[config.mk]
export PLATFORM = sky130hd
export DESIGN_NAME = pipelined_logic_unit
export DESIGN_NICKNAME = d
export VERILOG_FILES = /design/src/rtl/pipelined_logic_unit.sv
export SDC_FILE = /design/constraint.sdc
export NUM_CORES = 1
export LEC_CHECK = 0
export ABC_AREA = 0
export ABC_CLOCK_PERIOD_IN_PS = 3640
export CAP_MARGIN = 15
export CORE_UTILIZATION = 53
export CTS_BUF_LIST = sky130_fd_sc_hd__clkbuf_8 sky130_fd_sc_hd__clkbuf_16
export DETAILED_ROUTE_END_ITERATION = 7
export GPL_TIMING_DRIVEN = 0
export PLACE_DENSITY_LB_ADDON = 0.25
export SYNTH_ARGS = -nofsm -noshare
export SYNTH_HDL_FRONTEND = slang
export SYNTH_SLANG_ARGS = --single-unit
export TNS_END_PERCENT = 10
[constraint.sdc]
create_clock -name clk -period 3.64 [get_ports clk]
set_input_delay 0.364 -clock clk [delete_from_list [all_inputs] [get_ports clk]]
set_output_delay 0.364 -clock clk [all_outputs]
set_load 0.05 [all_outputs]
[src/rtl/pipelined_logic_unit.sv]
// Two-stage pipelined bitwise logic unit with an accumulator operand.
// S1 captures the offered operation; S2 evaluates it against either x or
// the accumulator and registers the result with its zero/parity flags.
// The accumulator tracks the most recent valid result, so chained
// use_acc operations see the immediately preceding result.
//
// Handshake: an operation transfers on a rising edge when in_valid and
// in_ready are both 1; a result transfers when out_valid and out_ready are
// both 1. The whole pipe advances together (adv = !out_valid | out_ready),
// in_ready equals adv, and while a result is stalled every stage holds.
module pipelined_logic_unit #(
    parameter int W = 8
) (
    input  logic         clk,
    input  logic         rst_n,
    input  logic         in_valid,
    output logic         in_ready,
    input  logic [W-1:0] x,
    input  logic [W-1:0] y,
    input  logic [2:0]   op,
    input  logic         use_acc,
    input  logic         acc_clr,
    output logic         out_valid,
    input  logic         out_ready,
    output logic [W-1:0] f,
    output logic         zero,
    output logic         parity,
    output logic [W-1:0] acc_o
);

    localparam logic [2:0] OP_AND  = 3'd0;
    localparam logic [2:0] OP_OR   = 3'd1;
    localparam logic [2:0] OP_XOR  = 3'd2;
    localparam logic [2:0] OP_NOTA = 3'd3;
    localparam logic [2:0] OP_NAND = 3'd4;
    localparam logic [2:0] OP_NOR  = 3'd5;
    localparam logic [2:0] OP_XNOR = 3'd6;
    localparam logic [2:0] OP_PASS = 3'd7;

    // S1 registers
    logic [W-1:0] s1_x_q;
    logic [W-1:0] s1_y_q;
    logic [2:0]   s1_op_q;
    logic         s1_use_acc_q;
    logic         s1_valid_q;

    // S2 registers and accumulator
    logic [W-1:0] f_q;
    logic         zero_q;
    logic         parity_q;
    logic         out_valid_q;
    logic [W-1:0] acc_q;

    // Next-state values
    logic         adv;
    logic [W-1:0] a_d;
    logic [W-1:0] res_d;
    logic [W-1:0] acc_d;

    assign adv       = !out_valid_q || out_ready;
    assign in_ready  = adv;
    assign out_valid = out_valid_q;
    assign f         = f_q;
    assign zero      = zero_q;
    assign parity    = parity_q;
    assign acc_o     = acc_q;

    // S2 evaluation: pick the first operand and decode the opcode.
    always_comb begin
        a_d   = s1_use_acc_q ? acc_q : s1_x_q;
        res_d = '0;
        unique case (s1_op_q)
            OP_AND:  res_d = a_d & s1_y_q;
            OP_OR:   res_d = a_d | s1_y_q;
            OP_XOR:  res_d = a_d ^ s1_y_q;
            OP_NOTA: res_d = ~a_d;
            OP_NAND: res_d = ~(a_d & s1_y_q);
            OP_NOR:  res_d = ~(a_d | s1_y_q);
            OP_XNOR: res_d = ~(a_d ^ s1_y_q);
            OP_PASS: res_d = s1_y_q;
            default: res_d = '0;
        endcase
    end

    // Accumulator next value: clear wins over a load; bubbles never load.
    always_comb begin
        acc_d = acc_q;
        if (acc_clr) begin
            acc_d = '0;
        end else if (adv && s1_valid_q) begin
            acc_d = res_d;
        end
    end

    // S1 capture of the offered operation; an empty slot becomes a bubble.
    always_ff @(posedge clk or negedge rst_n) begin
        if (!rst_n) begin
            s1_x_q       <= '0;
            s1_y_q       <= '0;
            s1_op_q      <= '0;
            s1_use_acc_q <= 1'b0;
            s1_valid_q   <= 1'b0;
        end else if (adv) begin
            s1_x_q       <= x;
            s1_y_q       <= y;
            s1_op_q      <= op;
            s1_use_acc_q <= use_acc;
            s1_valid_q   <= in_valid;
        end
    end

    // S2 result register with flags derived from the same value as f.
    always_ff @(posedge clk or negedge rst_n) begin
        if (!rst_n) begin
            f_q         <= '0;
            zero_q      <= 1'b1;
            parity_q    <= 1'b0;
            out_valid_q <= 1'b0;
        end else if (adv) begin
            f_q         <= res_d;
            zero_q      <= (res_d == '0);
            parity_q    <= ^res_d;
            out_valid_q <= s1_valid_q;
        end
    end

    // Accumulator register.
    always_ff @(posedge clk or negedge rst_n) begin
        if (!rst_n) begin
            acc_q <= '0;
        end else begin
            acc_q <= acc_d;
        end
    end

endmodule

# == Yosys cells after proc, flatten, opt, wreduce, memory -nomap -nowiden ==
# Index checks and enable logic that the tools add are counted.
# op_classes
bitwise_logic,7
n_mux,4
eq_ne,7
reduce_logical,7
# ops
operator,count
case mux 8 bit (8 select lines),1
NOT 8 bit,4
two-way mux 8 bit,3
"== test 3 bit, second input constant",4
bitwise AND 8 bit,1
logical NOT 8 bit,1
bitwise OR 8 bit,1
parity 8 bit,1
XOR 8 bit,1
"== test 3 x 2 -> 1 bit, second input constant",2
"== test 3 x 1 -> 1 bit, second input constant",1
logical NOT 3 bit,1
nonzero test 2 bit,1
logical AND 1 bit,1
logical NOT 1 bit,1
logical OR 1 bit,1
# totals
word_cells,35
input_bits,25
regBits,40
output_inout_bits,20

# == Longest topological paths before layout ==
# Gate-level depths: netlist (run 1).
# logic_depth
depth_word,6
depth_mapped,13
ltp_nobuf,12

# == Worst setup path before layout (run 1) ==
# Ideal clock, no wire load.
# synth_timing
path_type,register -> register
from,register acc_q[7] (netlist: acc_o[7])
to,register parity_q (netlist: parity)
n_path_buf,0
arrival_ps,2575
required_ps,3507
synth_period_minus_slack_ps,2708
path_stages_with_launch,12
setup_slack_ps,932
setup_time_ps,133
path_cell_list,dfrtp_1 -> mux2_2 -> inv_1 -> ha_1 -> mux2_1 -> a211oi_1 -> nor3_1 -> o21bai_1 -> ha_1 -> xnor2_1 -> xnor2_1 -> o21ai_0
# synth_via
elab_chain_len,5
word_cells_on_any_way,10
cone_classes,mux: 2; bitwise: 7; reduce/logical: 1
# synth_rtl
element,line,text
start: declaration,52,logic [W-1:0] acc_q;
start signal: assignment,130,acc_q <= '0;
start signal: assignment,132,acc_q <= acc_d;
two-way mux 8 bit *,70,a_d = s1_use_acc_q ? acc_q : s1_x_q;
XOR 8 bit (tied with other cells),"75, 79",
"NOT 8 bit, on equally long branches","79, 77, 78",
case mux 8 bit (8 select lines) *,72,unique case (s1_op_q)
parity 8 bit *,122,parity_q <= ^res_d;
end signal: assignment,122,
end: declaration,50,logic parity_q;
# Mark *: on every way between the ends. The rest lies on a longest branch, timed or not.
# A chain may end at the register's enable or synchronous reset.

# == Worst setup path in the final report (run 1) ==
# layout_timing
from,input port out_ready
to,output port in_ready
# layout_via
elab_chain_len,1
# layout_rtl
element,line,text
start: declaration,24,"input logic out_ready,"
logical OR 1 bit,60,assign adv = !out_valid_q || out_ready;
end: declaration,17,"output logic in_ready,"
# Every way passes these cells.

==> results of run 1 <==
[sequential cells by signal, summed over array words and instances (netlist names)]
register,flops
out_valid,1
s1_valid_q,1
s1_x_q,8
s1_use_acc_q,1
parity,1
s1_y_q,8
f,8
zero,1
s1_op_q,3
acc_o,8
[per-layer routing]
metal | up-vias | wire, um | track usage [%]
met1 | 1030 | 2802 | 34.54
met5 | - | 0 | 0
met2 | 61 | 3005 | 45.51
li1 | 1044 | - | -
met4 | 0 | 87 | 10.89
met3 | 9 | 304 | 3.704
[synthesized netlist by cell type (3+ instances only)]
master    number
inv_1         21
a21oi_1       12
o21bai_1       5
buf_6          3
ha_1          20
nand2_1       58
xnor2_1        3
buf_2          3
a31oi_1        3
nand2b_1       4
mux2_2        11
dfrtp_1       39
nor2b_1        5
o22a_1         5
nor2_1        10
mux2i_1        3
a22o_1         5
o21ai_1        8
clkbuf_1       5
a211oi_1       3
o21ai_0       15
[how the worst max path moves through the flow]
stage                             startpoint                  to  slack (ns)  cells past startpoint
finish                             out_ready            in_ready        0.75                      6
global route        s1_use_acc_q$_DFFE_PN0N_  parity$_DFFE_PN0N_        0.55                     13
CTS                                out_ready            in_ready        0.74                      6
detailed placement                 out_ready            in_ready        0.75                      6
global placement                   out_ready            in_ready        0.78                      6
floorplan               acc_o[7]$_DFFE_PN0P_  parity$_DFFE_PN0N_        0.93                     11
[area by class of cell]
type	count	share of cell area, %
inverters	23	2.766
clock inverters	2	0.4810
flip-flops and latches	40	32.10
multi-input cells	196	42.57
well taps	52	2.084
repair buffers	45	14.59
clock buffers	6	2.645
plain buffers	14	2.766
[report_power, final]
group / total (mW) / switching (mW) / internal (mW) / leakage (nW)
clock: 0.317 / 0.163 / 0.153 / 0.0434
combinational: 0.939 / 0.564 / 0.375 / 0.917
sequential: 0.591 / 0.0576 / 0.533 / 0.489
total: 1.85 / 0.785 / 1.06 / 1.45
[kinds of logic (layout without fill, tap and decap cells)]
family / after synthesis / after routing / share of synthesized area (%)
multiplexers: 18 / 18 / 8.196
AND/OR/NAND/NOR: 85 / 85 / 14.89
AO/OA/AOI/OAI: 70 / 70 / 18.94
buffers and inverters: 37 / 90 / 6.896
adder cells (fa/ha/maj): 20 / 20 / 9.995
flip-flops: 40 / 40 / 40.03
XOR/XNOR: 3 / 3 / 1.050
==> results.cfg, run 1 <==
[outcome]
status = complete, but fails checks
failed_checks = DRC

[synth]
syn_inst = 273
synth_edf_count = 0
ys_seq_area_share_pct = 40.03
avgSynthCellArea_um2 = 9.171
synth.area.top_cells = dfrtp_1, ha_1, nand2_1, mux2_2, inv_1
async_flop_share_pct = 100.0
ys_types = 45
netlist.area_leader.share_pct = 38.98
synth_nets = 318
synth_top_flop_cell = dfrtp_1
synth-seq-cells = 40
synth.cell_area_um2 = 2504
yosys.area.top_type = dfrtp_1
ys_warn_count = 0

[clock_tree]
cts_buffer_depth = 2
post-cts-setup-buffers = 0
cts_tree = yes
cts_root_buf = clkbuf_8
clk_latency_ns = 0.30
htree_levels = 2
cts_resized = 0
postCtsHoldBufs = 0
clock_sinks = 40
cts.clk_slew.worst_paths_ns = 0.08
numCtsBuffers = 5

[timing]
worst_pin_slew_ns = 0.7899
hold_ws_ns = 0.01448
final-setup-viol-count = 0
timing.fmax_mhz = 345.4
final.period_utilization_pct = 79.53
final.setup_skew_ns = 0.005287
fin_setup_tns_ns = 0
setup_ws_ns = 0.7450
slew_violations = 0
period_needed_ns = 2.895
finalHoldViolations = 0
relSlewSlack_pct = 47.34
rsz0062_at_grt = no

[place]
dp.cells = 370
dpl_cell_area_um2 = 3024
dpl_worst_slack_ns = 0.7465
port_buffers = 44
dpl.hpwl_um = 4427
place_congestion = 0.8902

[cells_and_area]
final_util_pct = 70.24
mostFrequentLayoutCells = nand2_1, clkdlybuf4s50_1, dfrtp_1, inv_1, ha_1
fin_area_um2 = 3122
layout_commonest_cell = nand2_1
n_antenna_cell = 0
fin_nets = 370
instances_no_fill = 378
multi_input_area_um2 = 1329
drive_gt1_share_pct = 12.27
ff_latch_area_um2 = 1002
fill_cells = 360
area_growth_pct = 24.69

[routing]
num_vias = 2144
wirelength_um = 6200
drt_iter0_markers = 140
avgRoutedWirePerCell_um = 16.40
drt_pass1_iterations = 6
vias_per_cell = 5.672
final_antenna_net_count = 0
drc = 8

[critical_path]
cp_slowest_stage_delay_ns = 0.89
end_kind = output port
path_buf_inv = 5
startpoint_type = primary input
arrival_ns = 2.53
r2r_cells = 13
cp_max_fo = 10
r2r_start = s1_use_acc_q$_DFFE_PN0N_
r2r_slack_ns = 0.77
r2r-end = parity$_DFFE_PN0N_
worstPathRequired_ns = 3.28
cpMostUsedCell = clkdlybuf4s50_1
critPathTopFamily = buffers and inverters
crit_chain = clkdlybuf4s50_1, nor2b_1, inv_2, buf_2, buf_1, clkdlybuf4s50_1
worstSetupPathType = primary input to output port
crit_slowest_cell = clkdlybuf4s50_1

[floorplan]
row_count = 24
floorplan.die.width_um = 70.73
die-area_um2 = 5003
core_area_um2 = 4444
die_h_um = 70.73
initial_core_util_pct = 56.33
top_level_ports = 45

[grt]
grt_pass1_vias = 2126
overflow = 0
track_usage_pct = 26.75
grt_max_degree = 41
antenna_found_initial = 0
grt_pass1_wl_um = 10230

[run]
maxCapViolCount = 0

[power]
power_leakage_nw = 1.450
peakVddDrop_uv = 360.3
power.density_nw_per_um2 = 591.6
total_power_mw = 1.847

[worst_hold_path]
min-delay-path-class = primary input to asynchronous set/reset pin
Note: power is estimated with default switching activity, not from simulation.
==> run 2, diff against run 1 <==
ABC_CLOCK_PERIOD_IN_PS = 2450   (was 3640)
CORE_UTILIZATION = 48   (was 53)
clock period = 2.45 ns   (was 3.64 ns; I/O delays follow)
==> run 2 against run 1 <==
  * The run ends with setup timing left
  * Cell count grew 6.9%
  * Global-route usage shrank 2.0 points
  * Total power up 66%
  * Clock skew hardly changed
  * Via count grew 2.7%
  * Wire length is 5.4% higher
  * Sequential share of layout area down 2.2 points
  * Critical endpoint is now parity$_DFFE_PN0N_
==> results.cfg, run 2 (synthesis gave the netlist of run 1 again) <==
[clock_tree]
htree_levels = 2
numCtsBuffers = 5
cts_buffer_depth = 2
clock_sinks = 40
cts_tree = yes
cts_root_buf = clkbuf_8
clk_latency_ns = 0.30
cts.clk_slew.worst_paths_ns = 0.08

[timing]
worst_pin_slew_ns = 0.6850
setup_ws_ns = -0.2876
final.period_utilization_pct = 111.7
final-setup-viol-count = 1
finalHoldViolations = 0
rsz0062_at_grt = yes
timing.fmax_mhz = 365.3
slew_violations = 0
fin_setup_tns_ns = -0.2876
hold_ws_ns = 0.4014
final.setup_skew_ns = 0.005521
relSlewSlack_pct = 54.33
period_needed_ns = 2.738

[routing]
vias_per_cell = 5.450
drc = 0
maxUsedRoutingLayer = met4
wirelength_um = 6532
wl_met2_um = 3183
num_vias = 2202
dr_wl_met3_um = 208
drt-met1-wl_um = 3007
drt_iter0_markers = 114
final_antenna_net_count = 0
drt_pass1_iterations = 7
avgRoutedWirePerCell_um = 16.17

[cells_and_area]
n_antenna_cell = 0
fill_cells = 420
area_growth_pct = 34.98
mostFrequentLayoutCells = nand2_1, clkdlybuf4s50_1, dfrtp_1, inv_1, ha_1
layout_commonest_cell = nand2_1
fin_nets = 381
drive_gt1_share_pct = 22.26

[place]
place_congestion = 0.9274
dpl.hpwl_um = 4493
port_buffers = 44

[critical_path]
arrival_ns = 2.92
cp_slowest_stage_delay_ns = 0.41
cp_max_fo = 5
path_buf_inv = 2
end_kind = register
worstSetupPathType = register to register
crit_chain = buf_6, mux2_4, inv_4, ha_4, mux2_4, a211oi_2, nor3_2, o21bai_4, ha_4, xnor2_2, xnor2_2, o21ai_1
critPathTopFamily = multiplexers
worstPathRequired_ns = 2.63
crit_slowest_cell = dfrtp_1
startpoint_type = register

[grt]
grt_max_degree = 26
overflow = 0
grt_pass1_vias = 2074
grt_pass1_wl_um = 10050
track_usage_pct = 24.77
antenna_found_initial = 0

[outcome]
status = complete, but fails checks
failed_checks = setup timing

[floorplan]
die-area_um2 = 5509
die_h_um = 74.22
floorplan.die.width_um = 74.22
top_level_ports = 45
row_count = 25
initial_core_util_pct = 51.31
core_area_um2 = 4880

[power]
total_power_mw = 3.075
peakVddDrop_uv = 490.7
power.density_nw_per_um2 = 909.8
power_leakage_nw = 1.541

[run]
maxCapViolCount = 0

[worst_hold_path]
min-delay-path-class = primary input to asynchronous set/reset pin
-- run 2: worst paths after layout --
path | startpoint | end | slack (ns) | depth (start not counted)
max | s1_use_acc_q$_DFFE_PN0N_ | parity$_DFFE_PN0N_ | -0.29 | 12
min | rst_n | s1_op_q[1]$_DFFE_PN0N_ | 0.40 | 2
max reg2reg | s1_use_acc_q$_DFFE_PN0N_ | parity$_DFFE_PN0N_ | -0.29 | 12
min reg2reg | zero$_DFFE_PN1N_ | zero$_DFFE_PN1N_ | 0.47 | 2
max in group asynchronous | rst_n | zero$_DFFE_PN1N_ | 1.51 | 3
min in group clk | x[3] | s1_x_q[3]$_DFFE_PN0N_ | 0.46 | 3
-- run 2: power by group --
part | internal [mW] | leakage [nW] | switching [mW]
logic | 0.756 | 1.02 | 0.949
registers | 0.795 | 0.480 | 0.0894
clock network | 0.228 | 0.0434 | 0.258
total | 1.78 | 1.54 | 1.30
-- run 2: timing repair --
| action | in CTS | in global routing |
|---|---|---|
| pin swaps | 6 | 12 |
| setup endpoints to repair | 3 | 3 |
| resized for setup | 6 | 24 |
| buffers inserted | 5 | 4 |
| endpoints found under the hold margin | 15 | 0 |
| hold buffers | 1 | 0 |
| cloned | 0 | 1 |
-- run 2: metrics by stage --
step / util (%) / setup slack (ns) / instance area (um2) / std cells
6_report: 69.26 / -0.2876 / 3379 / 404
5_1_grt: 69.26 / -0.3680 / 3379 / 404
4_1_cts: 66.44 / -0.2755 / 3242 / 399
3_5_place_dp: 62.87 / -0.4447 / 3068 / 385
3_3_place_gp: 62.56 / -0.3615 / 3053 / 384
2_1_floorplan: - / -0.07402 / 2529 / 273
-- run 2: cell type report --
cell class | count | area (um2) | area share [%]
inverter | 23 | 88.84 | 2.629
timing repair buffer | 56 | 539.3 | 15.96
clock inverter | 2 | 15.01 | 0.4443
clock buffer | 6 | 82.58 | 2.444
tap | 67 | 83.83 | 2.481
multi-input combinational | 196 | 1474 | 43.61
sequential | 40 | 1010 | 29.88
buffer | 14 | 86.33 | 2.555
-- run 2: layer usage --
| layer | up-vias | track usage [%] |
|---|---|---|
| met5 | - | 0 |
| met4 | 0 | 10.06 |
| met3 | 11 | 4.607 |
| met2 | 58 | 40.10 |
| met1 | 1071 | 32.90 |
| li1 | 1062 | - |
